==> config.mk <==
export PLATFORM = sky130hd
export DESIGN_NAME = load_store_unit
export DESIGN_NICKNAME = d
export VERILOG_FILES = /design/src/rtl/lsu_pkg.sv /design/src/rtl/load_store_unit_align.sv /design/src/rtl/load_store_unit.sv
export SDC_FILE = /design/constraint.sdc
export NUM_CORES = 1
export LEC_CHECK = 0
export CORE_MARGIN = 3
export CORE_UTILIZATION = 30
export DETAILED_ROUTE_END_ITERATION = 8
export PLACE_DENSITY = 0.64
export SYNTH_ARGS = -nofsm -noshare
export SYNTH_HDL_FRONTEND = slang
export SYNTH_SLANG_ARGS = --single-unit
==> constraint.sdc <==
create_clock -name clk -period 5.9 [get_ports clk]
set_input_delay 1.475 -clock clk [delete_from_list [all_inputs] [get_ports clk]]
set_output_delay 1.475 -clock clk [all_outputs]
set_load 0.05 [all_outputs]
==> src/rtl/lsu_pkg.sv <==
// Load/store unit shared types, funct3 codes and response codes.
// Also holds the request legality check used at issue.
package lsu_pkg;

  typedef enum logic [1:0] {
    S_IDLE = 2'd0,
    S_REQ  = 2'd1,
    S_WAIT = 2'd2,
    S_DONE = 2'd3
  } lsu_state_e;

  localparam logic [2:0] F3_B  = 3'b000;
  localparam logic [2:0] F3_H  = 3'b001;
  localparam logic [2:0] F3_W  = 3'b010;
  localparam logic [2:0] F3_BU = 3'b100;
  localparam logic [2:0] F3_HU = 3'b101;

  localparam logic [1:0] ERR_OK      = 2'b00;
  localparam logic [1:0] ERR_ALIGN   = 2'b01;
  localparam logic [1:0] ERR_TIMEOUT = 2'b10;

  typedef struct packed {
    logic        we;
    logic [31:0] addr;
    logic [3:0]  be;
    logic [31:0] wdata;
  } bus_cmd_t;

  // funct3[1:0] is the access size; reserved encodings and
  // unsigned stores are rejected along with misalignment.
  function automatic logic req_bad(
    input logic       wr,
    input logic [2:0] f3,
    input logic [1:0] lo
  );
    logic illegal;
    logic mis;
    illegal = (f3 == 3'b011) || (f3 == 3'b110) ||
              (f3 == 3'b111) || (wr && f3[2]);
    mis = ((f3[1:0] == 2'b01) && lo[0]) ||
          ((f3[1:0] == 2'b10) && (lo != 2'b00));
    return illegal || mis;
  endfunction

endpackage

==> src/rtl/load_store_unit_align.sv <==
// Store byte-lane steering and load extraction/extension.
// Purely combinational; no state lives here.
module lsu_align
  import lsu_pkg::*;
(
  input  logic [1:0]  st_size,
  input  logic [1:0]  st_off,
  input  logic [31:0] st_data,
  output logic [3:0]  st_be,
  output logic [31:0] st_wdata,
  input  logic [2:0]  ld_funct3,
  input  logic [1:0]  ld_off,
  input  logic [31:0] ld_word,
  output logic [31:0] ld_data
);

  logic [31:0] ld_sh;

  // Replicate store data across lanes; enable only the target bytes.
  always_comb begin
    st_be    = '0;
    st_wdata = '0;
    unique case (1'b1)
      (st_size == 2'b00): begin
        st_be    = 4'b0001 << st_off;
        st_wdata = {4{st_data[7:0]}};
      end
      (st_size == 2'b01): begin
        st_be    = 4'b0011 << st_off;
        st_wdata = {2{st_data[15:0]}};
      end
      default: begin
        st_be    = 4'b1111;
        st_wdata = st_data;
      end
    endcase
  end

  // Align the addressed bytes to bit 0, then extend by funct3.
  always_comb begin
    ld_sh   = ld_word >> {ld_off, 3'b000};
    ld_data = '0;
    unique case (ld_funct3)
      F3_B:    ld_data = {{24{ld_sh[7]}}, ld_sh[7:0]};
      F3_H:    ld_data = {{16{ld_sh[15]}}, ld_sh[15:0]};
      F3_W:    ld_data = ld_sh;
      F3_BU:   ld_data = {24'h0, ld_sh[7:0]};
      F3_HU:   ld_data = {16'h0, ld_sh[15:0]};
      default: ld_data = '0;
    endcase
  end

endmodule

==> src/rtl/load_store_unit.sv <==
// RV32I load/store unit: issue FSM, bus command register,
// transaction timeout and response registers.
module load_store_unit
  import lsu_pkg::*;
#(
  parameter int TIMEOUT_CYCLES = 255
) (
  input  logic        clk,
  input  logic        rst,
  input  logic        req_valid,
  input  logic        req_wr,
  input  logic [2:0]  req_funct3,
  input  logic [31:0] req_addr,
  input  logic [31:0] req_wdata,
  output logic        stall,
  output logic        rsp_valid,
  output logic [31:0] rsp_rdata,
  output logic [1:0]  rsp_err,
  output logic        bus_req,
  input  logic        bus_gnt,
  output logic        bus_we,
  output logic [31:0] bus_addr,
  output logic [3:0]  bus_be,
  output logic [31:0] bus_wdata,
  input  logic        bus_rvalid,
  input  logic [31:0] bus_rdata
);

  localparam int CW = $clog2(TIMEOUT_CYCLES + 1);
  localparam logic [CW-1:0] CNT_LAST = CW'(TIMEOUT_CYCLES - 1);

  lsu_state_e  state;
  lsu_state_e  state_d;
  logic [CW-1:0] cnt;
  bus_cmd_t    cmd;
  logic [2:0]  ld_f3;
  logic [1:0]  ld_off;
  logic [1:0]  err_q;
  logic [31:0] rdata_q;

  logic        bad;
  logic        cnt_hit;
  logic        accept;
  logic        reject;
  logic        granted;
  logic        got_data;
  logic        expired;
  logic [3:0]  st_be;
  logic [31:0] st_wdata;
  logic [31:0] ld_data;

  assign bad     = req_bad(req_wr, req_funct3, req_addr[1:0]);
  assign cnt_hit = (cnt == CNT_LAST);

  lsu_align u_align (
    .st_size   (req_funct3[1:0]),
    .st_off    (req_addr[1:0]),
    .st_data   (req_wdata),
    .st_be     (st_be),
    .st_wdata  (st_wdata),
    .ld_funct3 (ld_f3),
    .ld_off    (ld_off),
    .ld_word   (bus_rdata),
    .ld_data   (ld_data)
  );

  assign bus_we    = cmd.we;
  assign bus_addr  = cmd.addr;
  assign bus_be    = cmd.be;
  assign bus_wdata = cmd.wdata;
  assign rsp_err   = err_q;
  assign rsp_rdata = rdata_q;

  // Next state, handshake outputs and one-cycle event strobes.
  always_comb begin
    state_d   = state;
    stall     = 1'b0;
    bus_req   = 1'b0;
    rsp_valid = 1'b0;
    accept    = 1'b0;
    reject    = 1'b0;
    granted   = 1'b0;
    got_data  = 1'b0;
    expired   = 1'b0;
    unique case (state)
      S_IDLE: begin
        stall = req_valid;
        if (req_valid) begin
          if (bad) begin
            reject  = 1'b1;
            state_d = S_DONE;
          end else begin
            accept  = 1'b1;
            state_d = S_REQ;
          end
        end
      end
      S_REQ: begin
        stall   = 1'b1;
        bus_req = 1'b1;
        if (bus_gnt) begin
          granted = 1'b1;
          state_d = cmd.we ? S_DONE : S_WAIT;
        end else if (cnt_hit) begin
          expired = 1'b1;
          state_d = S_DONE;
        end
      end
      S_WAIT: begin
        stall = 1'b1;
        if (bus_rvalid) begin
          got_data = 1'b1;
          state_d  = S_DONE;
        end else if (cnt_hit) begin
          expired = 1'b1;
          state_d = S_DONE;
        end
      end
      S_DONE: begin
        rsp_valid = 1'b1;
        state_d   = S_IDLE;
      end
      default: state_d = S_IDLE;
    endcase
  end

  // State, timeout counter, bus command and response registers.
  always_ff @(posedge clk or negedge rst) begin
    if (!rst) begin
      state   <= S_IDLE;
      cnt     <= '0;
      cmd     <= '0;
      ld_f3   <= '0;
      ld_off  <= '0;
      err_q   <= ERR_OK;
      rdata_q <= '0;
    end else begin
      state <= state_d;

      if (accept)
        cnt <= '0;
      else if (state == S_REQ || state == S_WAIT)
        cnt <= cnt + CW'(1);

      if (accept) begin
        cmd.we    <= req_wr;
        cmd.addr  <= {req_addr[31:2], 2'b00};
        cmd.be    <= st_be;
        cmd.wdata <= req_wr ? st_wdata : '0;
        ld_f3     <= req_funct3;
        ld_off    <= req_addr[1:0];
      end else if (granted || expired) begin
        cmd <= '0;
      end

      if (reject) begin
        err_q   <= ERR_ALIGN;
        rdata_q <= '0;
      end else if (expired) begin
        err_q   <= ERR_TIMEOUT;
        rdata_q <= '0;
      end else if (granted && cmd.we) begin
        err_q   <= ERR_OK;
        rdata_q <= '0;
      end else if (got_data) begin
        err_q   <= ERR_OK;
        rdata_q <= ld_data;
      end
    end
  end

endmodule

* Word-level counts from Yosys, hierarchy flattened
Index checks and enable logic that the tools add are counted.
** Cells by class
- $add $sub $neg :: 1
- Equality and inequality tests :: 14
- Shift-type cells :: 3
- Multiplexer cells :: 40
- Reductions and logical operators :: 19
** Operators with widths (count)
- $mux W32 :: 5
- $pmux W32 S5 :: 1
- $mux W69 :: 2
- $pmux W32 S2 :: 1
- $shr A32 B5 Y32 :: 1
- $mux W2 :: 9
- $mux W1 :: 16
- $mux W8 :: 2
- $eq A3 B3 Y1 const B :: 4
- $add A8 B1 Y8 const B :: 1
- $eq A8 B8 Y1 const B :: 1
- $pmux W2 S4 :: 1
- $pmux W4 S2 :: 1
- $logic_or A1 B1 Y1 :: 7
- $eq A2 B2 Y1 const B :: 3
- $eq A3 B2 Y1 const B :: 2
- $reduce_bool A2 Y1 :: 3
- $eq A2 B1 Y1 const B :: 2
- $logic_and A1 B1 Y1 :: 4
- $logic_not A2 Y1 :: 2
- $pmux W1 S2 :: 2
- $reduce_bool A4 Y1 :: 1
- $shl A1 B2 Y4 const A :: 1
- $shl A2 B2 Y4 const A :: 1
- 4 further kinds :: 4
** Word-level totals
- Bits in registers :: 118
- Bits of input ports :: 105
- Output and inout port bits :: 106
- Logic and storage cells :: 87

* Depth between registers and ports, before layout
- Depth in word-level cells :: 9
- Gate-level depth with buffers :: 8

* Modules after synthesis
A second synthesis with hierarchy kept.
** Unflattened totals
- Cell total of the unflattened synthesis :: 671
- Area total of the unflattened synthesis :: 6263.5 um^2
** Modules (own cells, without submodules)
- load_store_unit :: times used 1, cells each 494, area each 4908.5 um^2, sequential area each 2902.8 um^2
- lsu_align :: times used 1, cells each 177, area each 1355.0 um^2, sequential area each 0.0 um^2

* Worst setup path after synthesis
OpenSTA, ideal clock, no wires.
- Path type :: input to output
- From :: input req_valid
- To :: output stall
- Arrival :: 2178 ps
- Data required time :: 4425 ps
- Slack :: 2247 ps
- Stages on the path :: 2
- Cells stage by stage :: a21oi_1 -> nor2_1
** Between the ends
- Word-level cells in the longest chain between the ends :: 1
** RTL lines
- from (decl) :: line load_store_unit.sv:10 : input logic req_valid,
- $pmux W1 S2 :: line load_store_unit.sv:85 : unique case (state)
- to (decl) :: line load_store_unit.sv:15 : output logic stall,
No other way between the ends.

* Final worst setup path
Same ends and word-level chain as after synthesis.

==> metrics.yaml <==
status: "finished, final reports clean"
crit_path_frequent_cell: "clkdlybuf4s50_1"
period_needed_ns: 4.40
dieWidth_um: 147
dp_worst_setup_slack_ns: 1.49
critPathRequiredTime_ns: 4.43
nets: 922
via_per_inst: 4.91
syn_area_per_cell_um2: 9.63
grt_remaining_overflow: 0
path_buf_inv: 2
hpwl_um: 13300
synth_edf_count: 0
finalNonFillerCells: 1088
synth.area.mux_share: 0.104
antenna_found_initial: 0
power_mw: 4.89
gp_congestion: 0.778
placed_cells: 1056
holdWs_ns: 0.514
syn_area_um2: 6000
detail_route.iter0.violations: 211
utilization: 0.451
final_common_cell: "clkdlybuf4s50_1"
design.core.area_um2: 19600
relSlewSlack: 0.318
synth_xor_area_frac: 0.00876
cts_hold_buffers: 0
first_global_vias: 5426
critPathSlowestCell: "clkdlybuf4s50_1"
syn_inst: 623
worstSetupPathType: "in2out"
yosysTopAreaCell: "dfrtp_1"
clock_sinks: 116
insertion_delay_ns: 0.41
fin_ws_ns: 1.50
yosysSeqAreaShare: 0.484
initial_core_util: 0.306
yosysUniqueCellTypes: 60
seq_power_share: 0.264
cpLargestDelayFamily: "buffers and inverters"
post-route-period-util: 0.746
fillerInstances: 1923
grt.total_usage: 0.174
synth_adder_area_share: 0.0146
area.growth.synth_to_final_pct: 47.3
ys_ff_latch: 116
hp-class: "reg2reg"
synthTopCellsByArea: "dfrtp_1 (48%), nand2_1 (8.4%), mux2_2 (4.5%)"
max_freq_ghz: 0.227
dieArea_um2: 21700
p_leak_nw: 3.63
finalMaxSlewViolations: 0
vias: 5346
post_cts_buffers: 0
synth_top_family_by_area: "simple AND/OR/NAND/NOR gates"
grt_pass1_wl_um: 30100
die_h_um: 147
postPlaceCellArea_um2: 8250
rsz0062_at_grt: "no"
layout-drive-gt1-share: 0.120
reg2reg_slack_ns: 3.26
worstSetupStartpointType: "input port"
async_flop_share: 1.00
final_cell_mix: "clkdlybuf4s50_1 (207), nand2_1 (134), dfrtp_1 (116)"
synth-compound-area-share: 0.166
ys.flop_type: "dfrtp_1"
port-buffer-count: 208
rows: 51
cts_buffer_depth: 2
drc: 0
hold_violations: 0
ant_nets: 0
ir_drop_mv: 0.231
yosys.area.top_type_share: 0.484
htreeDepth: 4
dr.pass1.iters: 4
io_pins: 211
crit_arrival_ns: 2.92
cts_tree: "done"
synth_simple_gate_area_frac: 0.175
clockRootBuffer: "clkbuf_16"
grt_max_degree: 78
p_clk_frac: 0.210
end_kind: "output pin"
synth_warnings: 0
powerDensity_nw_per_um2: 553
skew_ns: 0.0120
critPathMaxFanout: 3
cts_buffers: 17
diodes: 0
wl_per_cell_um: 17.6
crit_path_cell_trace: "clkdlybuf4s50_1 > a21oi_1 > nor2_1 > clkdlybuf4s50_1"
cts.repair.resized: 0
routed_wl_um: 19100
final_cell_area_um2: 8840
cap_violations: 0
tns_ns: 0
worstMarginPinSlew_ns: 1.02
p_sw_mw: 2.24
p_int_mw: 2.65
switching_share: 0.459
pwr-share-comb: 0.526
critPathMaxStageDelay_ns: 0.80
path_clk_slew_ns: 0.05
setup_viol: 0
[logic make-up after synthesis]
family | after synthesis
compound gates | 160
xor+xnor | 6
fa+ha+maj | 7
buf+inv | 57
flops | 116
mux | 49
other cells | 1
simple gates | 227
[metal layers]
layer  GRT usage  part of all wire  vias to the layer above
met5           0                 0                        -
met1       0.219              0.43                     2566
met4      0.0377            0.0088                        0
li1            -                 -                     2580
met3      0.0760             0.093                        9
met2       0.280              0.47                      191
[final timing paths]
path	start	endpoint	cells after the start
max	req_valid	stall	4
min	bus_addr[23]	bus_addr[23]	2
max reg2reg	state[1]	bus_addr[17]	6
min reg2reg	bus_addr[23]	bus_addr[23]	2
max in group asynchronous	rst	bus_addr[27]	2
min in group asynchronous	rst	rsp_rdata[0]	1
[registers in the layout, summed over array words and instances (netlist names)]
| name | count |
|---|---|
| bus_addr | 30 |
| bus_be | 4 |
| bus_wdata | 32 |
| bus_we | 1 |
| cnt | 8 |
| ld_f3 | 3 |
| ld_off | 2 |
| rsp_err | 2 |
| rsp_rdata | 32 |
| state | 2 |
[final cells by class]
class                   count  area, µm²  share of cell area
repair buffers            220       2170               0.245
clock buffers              18        439              0.0497
flip-flops and latches    116       2900               0.328
well taps                 265        332              0.0375
inverters                   4       15.0             0.00170
multi-input cells         451       2830               0.320
clock inverters            14        151              0.0171
[cells in the mapped netlist (4+ instances only)]
cell type / n
mux4_2: 7
inv_1: 4
clkbuf_1: 18
nor2_1: 25
nand3b_1: 6
nand2_1: 135
nand3_1: 29
ha_1: 7
a21oi_2: 8
a22oi_1: 22
xor2_1: 5
buf_4: 9
mux2_2: 24
o22ai_1: 11
o211ai_1: 13
buf_1: 4
mux2i_1: 15
o21ai_0: 36
a21oi_1: 22
o21ai_1: 33
dfrtp_1: 116
nand2b_1: 5
buf_2: 19
nand4_1: 4
[power groups by stage]
stage	registers [mW]	logic, mW	clock network [mW]
final	1.29	2.57	1.03
after global routing	1.34	2.74	1.10
after CTS	1.29	2.60	1.06
after detailed placement	1.29	2.59	0
after global placement	1.29	2.58	0
after floorplan	2.15	0.890	0
[worst min-delay path, delay by kind of cell, from the launching register on]
family / cells / cell delay [ns]
flops: 1 / 0.37
simple gates: 1 / 0.06
compound gates: 1 / 0.05
Note: power is estimated with default switching activity, not from simulation.
